### src/rtl/lvds_align_pkg.sv
// Shared definitions for the LVDS word-alignment controller: state encoding,
// the K28.5 comma character and the slip-position modulus.
package lvds_align_pkg;

  typedef enum logic [2:0] {
    StWaitLock = 3'd0,
    StHunt     = 3'd1,
    StSlip     = 3'd2,
    StSettle   = 3'd3,
    StAcq      = 3'd4,
    StLocked   = 3'd5
  } state_e;

  localparam logic [7:0]  K28_5    = 8'hBC;
  localparam int unsigned SLIP_MOD = 10;

  // Slip position after one more bit slip; the deserializer ratio is 10.
  function automatic logic [3:0] next_slip_pos(input logic [3:0] pos);
    return (pos == 4'(SLIP_MOD - 1)) ? 4'd0 : pos + 4'd1;
  endfunction

endpackage

### src/rtl/lvds_word_align_ctrl.sv
// LVDS receiver word-alignment controller. Hunts for K28.5 commas, pulses the
// receiver bit-slip input to walk through the 10 slip positions, qualifies
// alignment over several clean commas and drops it on accumulated errors.
// Optional statistics counters are built when LVDS_ALIGN_STATS_EN is defined;
// otherwise the statistics ports are tied to zero.
module lvds_word_align_ctrl
  import lvds_align_pkg::*;
#(
  parameter int unsigned HUNT_WIN  = 64,
  parameter int unsigned GOOD_CNT  = 4,
  parameter int unsigned BAD_CNT   = 4,
  parameter int unsigned SLIP_HOLD = 8
) (
  input  logic        i_Clk,
  input  logic        i_ARst_L,
  input  logic        i_PllLocked,
  input  logic [7:0]  i8_RxCodeGroup,
  input  logic        i_RxCodeCtrl,
  input  logic        i_RxCodeInvalid,
  output logic        o_RxBitSlip,
  output logic        o_Aligned,
  output logic [2:0]  o3_State,
  output logic [3:0]  o4_SlipPos,
  output logic [15:0] o16_SlipTotal,
  output logic [15:0] o16_LossCount
);

  localparam int unsigned WinW  = (HUNT_WIN > 1) ? $clog2(HUNT_WIN) : 1;
  localparam int unsigned GoodW = $clog2(GOOD_CNT + 1);
  localparam int unsigned ErrW  = $clog2(BAD_CNT + 1);
  localparam int unsigned SetW  = (SLIP_HOLD > 1) ? $clog2(SLIP_HOLD) : 1;

  localparam logic [WinW-1:0]  WinLast  = WinW'(HUNT_WIN - 1);
  localparam logic [GoodW-1:0] GoodLast = GoodW'(GOOD_CNT - 1);
  localparam logic [ErrW-1:0]  ErrLast  = ErrW'(BAD_CNT - 1);
  localparam logic [SetW-1:0]  SetLast  = SetW'(SLIP_HOLD - 1);

  state_e           state_q;
  logic [WinW-1:0]  win_q;
  logic [GoodW-1:0] good_q;
  logic [ErrW-1:0]  err_q;
  logic [SetW-1:0]  settle_q;
  logic             slip_cyc_q;
  logic [3:0]       slip_pos_q;
  logic             bitslip_q;
  logic             aligned_q;

  logic comma;
  logic slip_ev;
  logic loss_ev;

  // Decode comma and the transition events shared by the FSM and statistics.
  always_comb begin
    comma   = i_RxCodeCtrl && (i8_RxCodeGroup == K28_5) && !i_RxCodeInvalid;
    slip_ev = i_PllLocked &&
              (((state_q == StHunt) && !comma && (i_RxCodeInvalid || (win_q == WinLast))) ||
               ((state_q == StAcq) && i_RxCodeInvalid));
    loss_ev = (state_q == StLocked) &&
              (!i_PllLocked || (i_RxCodeInvalid && (err_q == ErrLast)));
  end

  // Alignment FSM with its counters and registered slip/aligned outputs.
  always_ff @(posedge i_Clk or negedge i_ARst_L) begin
    if (!i_ARst_L) begin
      state_q    <= StWaitLock;
      win_q      <= '0;
      good_q     <= '0;
      err_q      <= '0;
      settle_q   <= '0;
      slip_cyc_q <= 1'b0;
      slip_pos_q <= '0;
      bitslip_q  <= 1'b0;
      aligned_q  <= 1'b0;
    end else if (!i_PllLocked) begin
      // Lock loss wins over everything, including a slip pulse in flight.
      state_q    <= StWaitLock;
      win_q      <= '0;
      good_q     <= '0;
      err_q      <= '0;
      settle_q   <= '0;
      slip_cyc_q <= 1'b0;
      bitslip_q  <= 1'b0;
      aligned_q  <= 1'b0;
    end else if (slip_ev) begin
      state_q    <= StSlip;
      slip_cyc_q <= 1'b0;
      bitslip_q  <= 1'b1;
      slip_pos_q <= next_slip_pos(slip_pos_q);
    end else begin
      unique case (state_q)
        StWaitLock: begin
          state_q <= StHunt;
          win_q   <= '0;
        end
        StHunt: begin
          if (comma) begin
            state_q <= StAcq;
            good_q  <= GoodW'(1);
          end else begin
            win_q <= win_q + WinW'(1);
          end
        end
        StSlip: begin
          // Pulse lasts two cycles: the entry cycle plus one more.
          if (slip_cyc_q) begin
            state_q   <= StSettle;
            bitslip_q <= 1'b0;
            settle_q  <= '0;
          end else begin
            slip_cyc_q <= 1'b1;
          end
        end
        StSettle: begin
          if (settle_q == SetLast) begin
            state_q <= StHunt;
            win_q   <= '0;
          end else begin
            settle_q <= settle_q + SetW'(1);
          end
        end
        StAcq: begin
          if (comma) begin
            if (good_q == GoodLast) begin
              state_q   <= StLocked;
              aligned_q <= 1'b1;
              err_q     <= '0;
            end else begin
              good_q <= good_q + GoodW'(1);
            end
          end
        end
        StLocked: begin
          if (i_RxCodeInvalid) begin
            if (err_q == ErrLast) begin
              state_q   <= StHunt;
              aligned_q <= 1'b0;
              win_q     <= '0;
              good_q    <= '0;
              err_q     <= '0;
            end else begin
              err_q <= err_q + ErrW'(1);
            end
          end else if (comma && (err_q != '0)) begin
            err_q <= err_q - ErrW'(1);
          end
        end
        default: begin
          state_q <= StWaitLock;
        end
      endcase
    end
  end

  assign o_RxBitSlip = bitslip_q;
  assign o_Aligned   = aligned_q;
  assign o3_State    = state_q;
  assign o4_SlipPos  = slip_pos_q;

`ifdef LVDS_ALIGN_STATS_EN
  logic [15:0] slip_total_q;
  logic [15:0] loss_cnt_q;

  // Saturating slip and alignment-loss counters.
  always_ff @(posedge i_Clk or negedge i_ARst_L) begin
    if (!i_ARst_L) begin
      slip_total_q <= '0;
      loss_cnt_q   <= '0;
    end else begin
      if (slip_ev && (slip_total_q != 16'hFFFF)) begin
        slip_total_q <= slip_total_q + 16'd1;
      end
      if (loss_ev && (loss_cnt_q != 16'hFFFF)) begin
        loss_cnt_q <= loss_cnt_q + 16'd1;
      end
    end
  end

  assign o16_SlipTotal = slip_total_q;
  assign o16_LossCount = loss_cnt_q;
`else
  assign o16_SlipTotal = '0;
  assign o16_LossCount = '0;
`endif

endmodule

### config.mk
export PLATFORM = sky130hd
export DESIGN_NAME = lvds_word_align_ctrl
export DESIGN_NICKNAME = d
export VERILOG_FILES = /design/src/rtl/lvds_align_pkg.sv /design/src/rtl/lvds_word_align_ctrl.sv
export SDC_FILE = /design/constraint.sdc
export NUM_CORES = 1
export LEC_CHECK = 0
export CORE_MARGIN = 10
export CORE_UTILIZATION = 48
export CTS_CLUSTER_SIZE = 20
export DETAILED_ROUTE_END_ITERATION = 6
export PLACE_DENSITY = 0.81
export SYNTH_ARGS = -nofsm -noshare
export SYNTH_HDL_FRONTEND = slang
export SYNTH_SLANG_ARGS = --single-unit
### constraint.sdc
create_clock -name i_Clk -period 2.86 [get_ports i_Clk]
set_clock_uncertainty 0.05 [all_clocks]
set_input_delay 0.572 -clock i_Clk [delete_from_list [all_inputs] [get_ports i_Clk]]
set_output_delay 0.572 -clock i_Clk [all_outputs]
set_load 0.01 [all_outputs]
# Word level (Yosys, flattened, before mapping)
# Index checks and enable logic that the tools add are counted.
# totals
register_bits	25
out_inout_bits	41
# classes
add_sub_neg	6
eq_ne	36
muxes	53
reduce_logical	21
# op_table
cell	n
3-bit two-way mux	27
6-bit two-way mux	6
3-bit != test, second input constant	8
6-bit case mux with 4 select lines	1
4-bit != test, second input constant	5
3-bit case mux with 6 select lines	1
7-bit AND reduction	2
1-bit two-way mux	13
3-bit by 2-bit == test with 1-bit output, second input constant	4
3-bit by 1-bit != test with 1-bit output, second input constant	4
4-bit by 3-bit != test with 1-bit output, second input constant	3
3-bit case mux with 2 select lines	2
6-bit AND reduction	2
3-bit by 1-bit adder with 3-bit output, second input constant	3
3-bit == test, second input constant	3
3-bit case mux with 3 select lines	1
8-bit == test, second input constant	1
1-bit logical AND	7
6-bit by 1-bit adder with 6-bit output, second input constant	1
6-bit == test, second input constant	1
3-bit by 2-bit != test with 1-bit output, second input constant	2
5-bit by 1-bit != test with 1-bit output, second input constant	1
5-bit AND reduction	1
4-bit by 1-bit adder with 4-bit output, second input constant	1
other kinds (13)	16

# Longest topological paths before layout
# depth
word_depth	10
mapped_depth	7
mapped_depth_nobuf	7

# Worst setup path after synthesis
# OpenSTA, ideal clock, no wires.
# synth_path
path_kind	input to register
from	input i_RxCodeInvalid
to	register err_q[2]
setup_time_ns	0.134
t_arrival_ns	2.172
required_time_ns	2.676
slack_ns	0.504
stages	6
cell_sequence	or4b_4 or3_1 buf_2 o311a_4 mux2i_1 o211ai_1
# synth_between
elab_chain_cells	9
# synth_lines
item	line	rtl
start: declaration	lvds_word_align_ctrl.sv:19	input logic i_RxCodeInvalid,
1-bit logical NOT	lvds_word_align_ctrl.sv:54	comma = i_RxCodeCtrl && (i8_RxCodeGroup == K28_5) && !i_RxCodeInvalid;
1-bit logical AND	lvds_word_align_ctrl.sv:54	
1-bit logical NOT	lvds_word_align_ctrl.sv:56	(((state_q == StHunt) && !comma && (i_RxCodeInvalid || (win_q == WinLast))) ||
1-bit logical AND (2 in series)	lvds_word_align_ctrl.sv:56	
1-bit logical OR	lvds_word_align_ctrl.sv:56	
1-bit logical AND	lvds_word_align_ctrl.sv:55	slip_ev = i_PllLocked &&
2-bit != test (no source line)	n/a	
5-bit AND reduction (no source line)	n/a	
end signal: assignment	lvds_word_align_ctrl.sv:141	err_q <= err_q + ErrW'(1);
end signal: assignment	lvds_word_align_ctrl.sv:144	err_q <= err_q - ErrW'(1);
end: declaration	lvds_word_align_ctrl.sv:41	logic [ErrW-1:0] err_q;
# Several ways; a longest one is shown, not always the timed one. The select of a mux whose other input is x is not followed.
# A chain may end at the register's enable or synchronous reset.

# Worst setup path in the final report
# Same ends and word-level chain as after synthesis.

==> impl_metrics.env <==
export IMPL_status="complete, no violations"
export IMPL_grt_setup_unrepaired="no"
export IMPL_drive_above_1_share=0.116
export IMPL_synth_warnings=0
export IMPL_ys_ff_latch=25
export IMPL_drtAntennaViolNets=0
export IMPL_r2r_start="win_q[1]"
export IMPL_hold_violations=0
export IMPL_worstSetupStartpoint="i_RxCodeInvalid"
export IMPL_area_delta_synth_final_pct=14.9
export IMPL_hold_start="settle_q[0]"
export IMPL_grt_usage=0.120
export IMPL_tns_ns=0
export IMPL_clkSinkCount=25
export IMPL_synth_common_cells="buf_4 (32), dfrtp_1 (25), o21ai_0 (17), nand2_1 (13)"
export IMPL_port_buffers=21
export IMPL_netlist_area_sq_um=1860
export IMPL_worst_slew_pin_slew_ns=0.778
export IMPL_cts_root_buf="clkbuf_8"
export IMPL_firstDrtPassIters=4
export IMPL_dpl_worst_slack_ns=-0.253
export IMPL_drv_slew=0
export IMPL_slew_headroom=0.479
export IMPL_ios=54
export IMPL_synth_edf_count=0
export IMPL_antenna_found_initial=0
export IMPL_yosysTopAreaCell="dfrtp_1"
export IMPL_p_leak_nw=1.01
export IMPL_power_w=0.00136
export IMPL_critPathMaxFanout=5
export IMPL_htree_num_levels=1
export IMPL_vias_per_cell=5.26
export IMPL_dp_hpwl_microns=3210
export IMPL_die_area_sq_um=6760
export IMPL_clkPwrFrac=0.164
export IMPL_avgSynthCellArea_sq_um=8.81
export IMPL_first_iter_violations=145
export IMPL_setup_violations=0
export IMPL_wl_microns=4080
export IMPL_seqPwrFrac=0.360
export IMPL_hp_class="reg2reg"
export IMPL_cts_tree="done"
export IMPL_place_gp_congestion=0.888
export IMPL_post_synth_top_count_cell="buf_4"
export IMPL_p_per_area_nw_per_um2=636
export IMPL_finalWorstSetupSlack_ns=0.229
export IMPL_synth_ff_type="dfrtp_1"
export IMPL_clkSlewWorstSetupHoldPaths_ns=0.09
export IMPL_nets=263
export IMPL_rows=22
export IMPL_initial_core_util=0.500
export IMPL_post_drt_wl_per_cell_microns=14.1
export IMPL_clockBufferDepth=2
export IMPL_drc=0
export IMPL_die_x_microns=82.2
export IMPL_combinationalPowerShare=0.476
export IMPL_post_cts_resized=0
export IMPL_drv_cap=0
export IMPL_fp_coreArea_sq_um=3720
export IMPL_crit_path_end_kind="register"
export IMPL_worst_ep_arrival_time_ns=2.74
export IMPL_worstPathRequired_ns=2.97
export IMPL_p_int_w=0.000842
export IMPL_grt_overflow_total=0
export IMPL_criticalPathCategory="in2reg"
export IMPL_period_minus_slack_ns=2.63
export IMPL_grt_max_degree=26
export IMPL_synthArstFlopShare=1.00
export IMPL_ir_drop_mv=0.559
export IMPL_synthCells=211
export IMPL_fin_crit_sh=0.920
export IMPL_synthTopCellsByArea="dfrtp_1 (34%), buf_4 (13%), ha_1 (5.4%)"
export IMPL_post_cts_buffers=0
export IMPL_placed_cell_area_sq_um=2080
export IMPL_fin_area_sq_um=2140
export IMPL_die_h_microns=82.2
export IMPL_grt_pass1_wl_microns=6580
export IMPL_cts_made_buffers=3
export IMPL_grt_pass1_vias=1460
export IMPL_n_antenna_cell=0
export IMPL_max_freq_mhz=380
export IMPL_start_kind="input pin"
export IMPL_holdBufCountCts=0
export IMPL_swShare=0.381
export IMPL_finish_utilization=0.575
export IMPL_p_sw_w=0.000517
export IMPL_synth_distinct_cells=48
export IMPL_worst_skew_pair_late_latency_ns=0.27
export IMPL_synth_top_cell_area_share=0.336
export IMPL_seq_area_frac_synth=0.336
export IMPL_vias=1519
placed cells by master, fill, tap and decap left out, types with 4 or more instances in the layout:
cell type / n
and3_1: 5
nand4b_1: 4
inv_1: 11
a21oi_1: 6
o31ai_1: 6
clkdlybuf4s50_1: 21
nand2_1: 13
nand3_1: 7
buf_4: 15
nand3b_1: 4
o21ai_0: 17
nor2b_1: 4
conb_1: 32
ha_1: 8
nor2_1: 11
dfrtp_1: 25
worst paths after layout:
path                                 endpoint  slack, ns  depth (start not counted)
worst max register to register  o4_SlipPos[1]       0.56                          6
min in group asynchronous       o4_SlipPos[1]       0.61                          2
worst max-delay path                 err_q[2]       0.23                          6
max in group asynchronous           o_Aligned       1.91                          2
worst min register to register    settle_q[0]       0.46                          1
worst min-delay path              settle_q[0]       0.46                          1
registers in the layout, indices dropped and copies added, names as in the netlist:
name and count:
good_q 3, o_Aligned 1, win_q 6, err_q 3
settle_q 3, o3_State 3, slip_cyc_q 1, o_RxBitSlip 1
o4_SlipPos 4
logic make-up (layout without fill, tap and decap cells):
kind of cell	Yosys count	in the layout	share of synthesized area
compound gates	46	46	0.164
mux	6	6	0.0343
fa+ha+maj	8	8	0.0538
simple gates	69	69	0.219
xor+xnor	4	4	0.0188
flops	25	25	0.336
buf+inv	52	51	0.172
other cells	1	32	0.00202
cell type report:
cell class	count	area, sq um
repair buffers	36	323
clock inverters	1	8.76
flip-flops and latches	25	626
clock buffers	3	41.3
inverters	11	41.3
well taps	48	60.1
multi-input cells	165	1040
fillers	332	1580
metal layers:
layer	up-vias	global-route usage	wire length, microns
li1	750	-	-
met1	717	0.146	1730
met2	48	0.198	1960
met3	4	0.0400	351
met4	0	0.0374	31
met5	-	0	0
power groups by stage:
stage / sequential, W / clock [W] / combinational (W)
after global placement: 0.000495 / 0 / 0.000627
after detailed placement: 0.000497 / 0 / 0.000641
after floorplan: 0.000499 / 0 / 0.000415
after global routing: 0.000502 / 0.000243 / 0.000712
after CTS: 0.000490 / 0.000230 / 0.000645
final: 0.000489 / 0.000223 / 0.000646
critical path, cell delays in order:
cell and delay, ns:
clkdlybuf4s50_1 0.47, or4b_4 0.57, or3_1 0.42, o311a_4 0.44, mux2i_1 0.16, o211ai_1 0.10
through the flow:
stage	std cells	hold slack, ns
final	289	0.463
after global routing	289	0.494
after floorplan	242	0.226
after CTS	289	0.469
after detailed placement	285	0.447
after global placement	285	0.439
(Power assumes the default switching activity.)
==> RTL change, RTL diff (same settings) <==
The option `LVDS_ALIGN_STATS_EN` is turned on by a define.
--- a/src/rtl/lvds_word_align_ctrl.sv
+++ b/src/rtl/lvds_word_align_ctrl.sv
@@ -3,6 +3,8 @@
 // alignment over several clean commas and drops it on accumulated errors.
 // Optional statistics counters are built when LVDS_ALIGN_STATS_EN is defined;
 // otherwise the statistics ports are tied to zero.
+`define LVDS_ALIGN_STATS_EN
+
 module lvds_word_align_ctrl
   import lvds_align_pkg::*;
 #(
Behaviour: not the same (Yosys sat finds a counterexample within 4 cycles, from zero or initial values and one cycle with i_ARst_L low).
==> RTL change against the original RTL <==
Worst setup slack better by 0.21 ns; worst hold slack worse by 0.16 ns; cell area is 86% higher; routed wire length is 74% higher; global-route usage is 2.3 points higher; clock power grew to 3.4 times the old value; via count is 71% higher; sequential cell count is 32 higher; die area is 50% higher; total power is 78% higher; area after synthesis is 69% higher; count of clock-buffer cells in the layout is 9 higher; critical endpoint is now win_q[5].
==> RTL change: results (changes against the original RTL) <==
The run finished with clean final reports. The type of the most critical hold path is in2async. By count the netlist is led by 57 x sky130_fd_sc_hd__dfrtp_1, 23 x sky130_fd_sc_hd__nand2_1, 23 x sky130_fd_sc_hd__nor2_1.

The first-pass iteration count of the detailed router was 5 (+1). The filler-free cell count of the finished design came out at 453 (+57%). The total of buffers placed on input and output ports was 53 (+150%). The post-synthesis async set-or-reset flop share was 1.00 (unchanged).

The count of different cell masters after synthesis is 55 (+15%). The detail-routed via count per cell is 5.74 (+9.2%). The sequential fraction of the synthesis area was 0.454 (+0.118). The minimum setup slack after placement was 0.170 ns (+0.423 ns). The timing startpoint of the critical path is o3_State[0].

The number of setup buffers added after CTS was 0 (unchanged). STA classifies the critical path endpoint as a register. The net count after synthesis came out at ~330.

The count of mapped cells out of synthesis came to 309 (+46%). The number of levels in the clock H-tree came out at 3 (+2). The fraction of power spent switching nets came to 0.316 (-0.0647). The post-detailed-route wirelength per cell is 15.6 um (+11%).

The clock transition time at the flip-flop clock pins of the worst setup and hold paths is 0.07 ns (-0.02 ns). The number of nets in the finished design is 395 (+50%). The post-detailed-route count of antenna-violating nets came to 0 (unchanged). The maximum number of pins on one net before global-route repair came out at 39 (+50%). The filler cell count came out at 501 (+51%). The number of global-route vias before repair is 2543 (+74%). The maximum count of clock buffers along a single path is 2 (unchanged). The total leakage power is 1.75 nW (+73%). The number of gates resized after CTS came out at 0 (unchanged).

The largest fanout on the critical path is 17 (+12). The first-pass GRT wire length is 12.1 mm (+84%). The count of synthesis-stage warnings from yosys is 0 (unchanged). The worst path arrival time was 2.59 ns (-0.15 ns). The number of CTS-inserted buffers is 9 (+6). The total global routing track utilization came out at 0.144 (+0.0234). The clock latency on the worst-skew pair came out at 0.34 ns (+0.07 ns). The DRC violation total after the first TritonRoute iteration was 123 (-15%). The tree is rooted in a sky130_fd_sc_hd__clkbuf_8. The total cell area at the placement stage came to 3770 um^2 (+81%). The peak supply drop is 0.489 mV (-13%). The count of antenna diodes in the layout came to 0 (unchanged). The final weighted congestion in routability-driven placement came to 0.845 (-4.8%). The worst slew slack as a fraction of its limit came out at 0.432 (-0.0468). The initial antenna violation count is 0 (unchanged). In the post-synthesis netlist, the biggest area contributors are sky130_fd_sc_hd__dfrtp_1 45%, sky130_fd_sc_hd__xnor2_1 5.6%, sky130_fd_sc_hd__ha_1 4.0%. The total instance count after detailed placement is 438 (+54%). The layout cell share with drive strength beyond 1 is 0.109 (-0.00714). The detailed placement HPWL is 5.15 mm (+60%).
RTL change: final timing paths:
check,to,slack (ns),depth (start not counted)
setup / recovery,win_q[5],0.44,5
min in group i_Clk,o16_SlipTotal[9],0.44,1
max in group asynchronous,o16_SlipTotal[7],1.79,2
setup reg to reg,win_q[5],0.44,5
hold / removal,win_q[5],0.30,1
hold reg to reg,o16_SlipTotal[9],0.44,1
RTL change: power by group through the flow:
stage                     logic [mW]  registers [mW]  clock network [mW]
after floorplan                0.375            1.03                   0
after global placement         0.596            1.05                   0
after detailed placement       0.611            1.06                   0
after CTS                      0.616            1.04               0.771
after global routing           0.682            1.06               0.809
final                          0.611            1.05               0.760
RTL change: per-layer routing:
| metal | vias to the layer above | track usage | share of wire |
|---|---|---|---|
| met1 | 1272 | 0.180 | 0.44 |
| met4 | 0 | 0.0641 | 0.015 |
| li1 | 1245 | - | - |
| met3 | 11 | 0.0446 | 0.066 |
| met5 | - | 0 | 0 |
| met2 | 72 | 0.221 | 0.48 |
RTL change: final cells by class:
class | instances | area (um^2) | area share
sequential | 57 | 1430 | 0.360
tap | 77 | 96.3 | 0.0243
timing repair buffer | 64 | 608 | 0.153
clock inverter | 3 | 40.0 | 0.0101
multi-input combinational | 231 | 1600 | 0.405
inverter | 9 | 33.8 | 0.00852
clock buffer | 12 | 155 | 0.0391
RTL change: cells by family after synthesis:
logic type / Yosys count / share of synthesized area
compound gates: 46 / 0.105
xor+xnor: 33 / 0.0921
fa+ha+maj: 11 / 0.0430
flops: 57 / 0.454
buf+inv: 21 / 0.0347
mux: 7 / 0.0243
simple gates: 134 / 0.247
RTL change: critical path: stages (launching register included):
cell and delay, ns:
sky130_fd_sc_hd__dfrtp_1 0.71, sky130_fd_sc_hd__inv_2 0.17, sky130_fd_sc_hd__maj3_1 0.39, sky130_fd_sc_hd__a22o_1 0.26, sky130_fd_sc_hd__or3_4 0.36, sky130_fd_sc_hd__o41ai_1 0.37
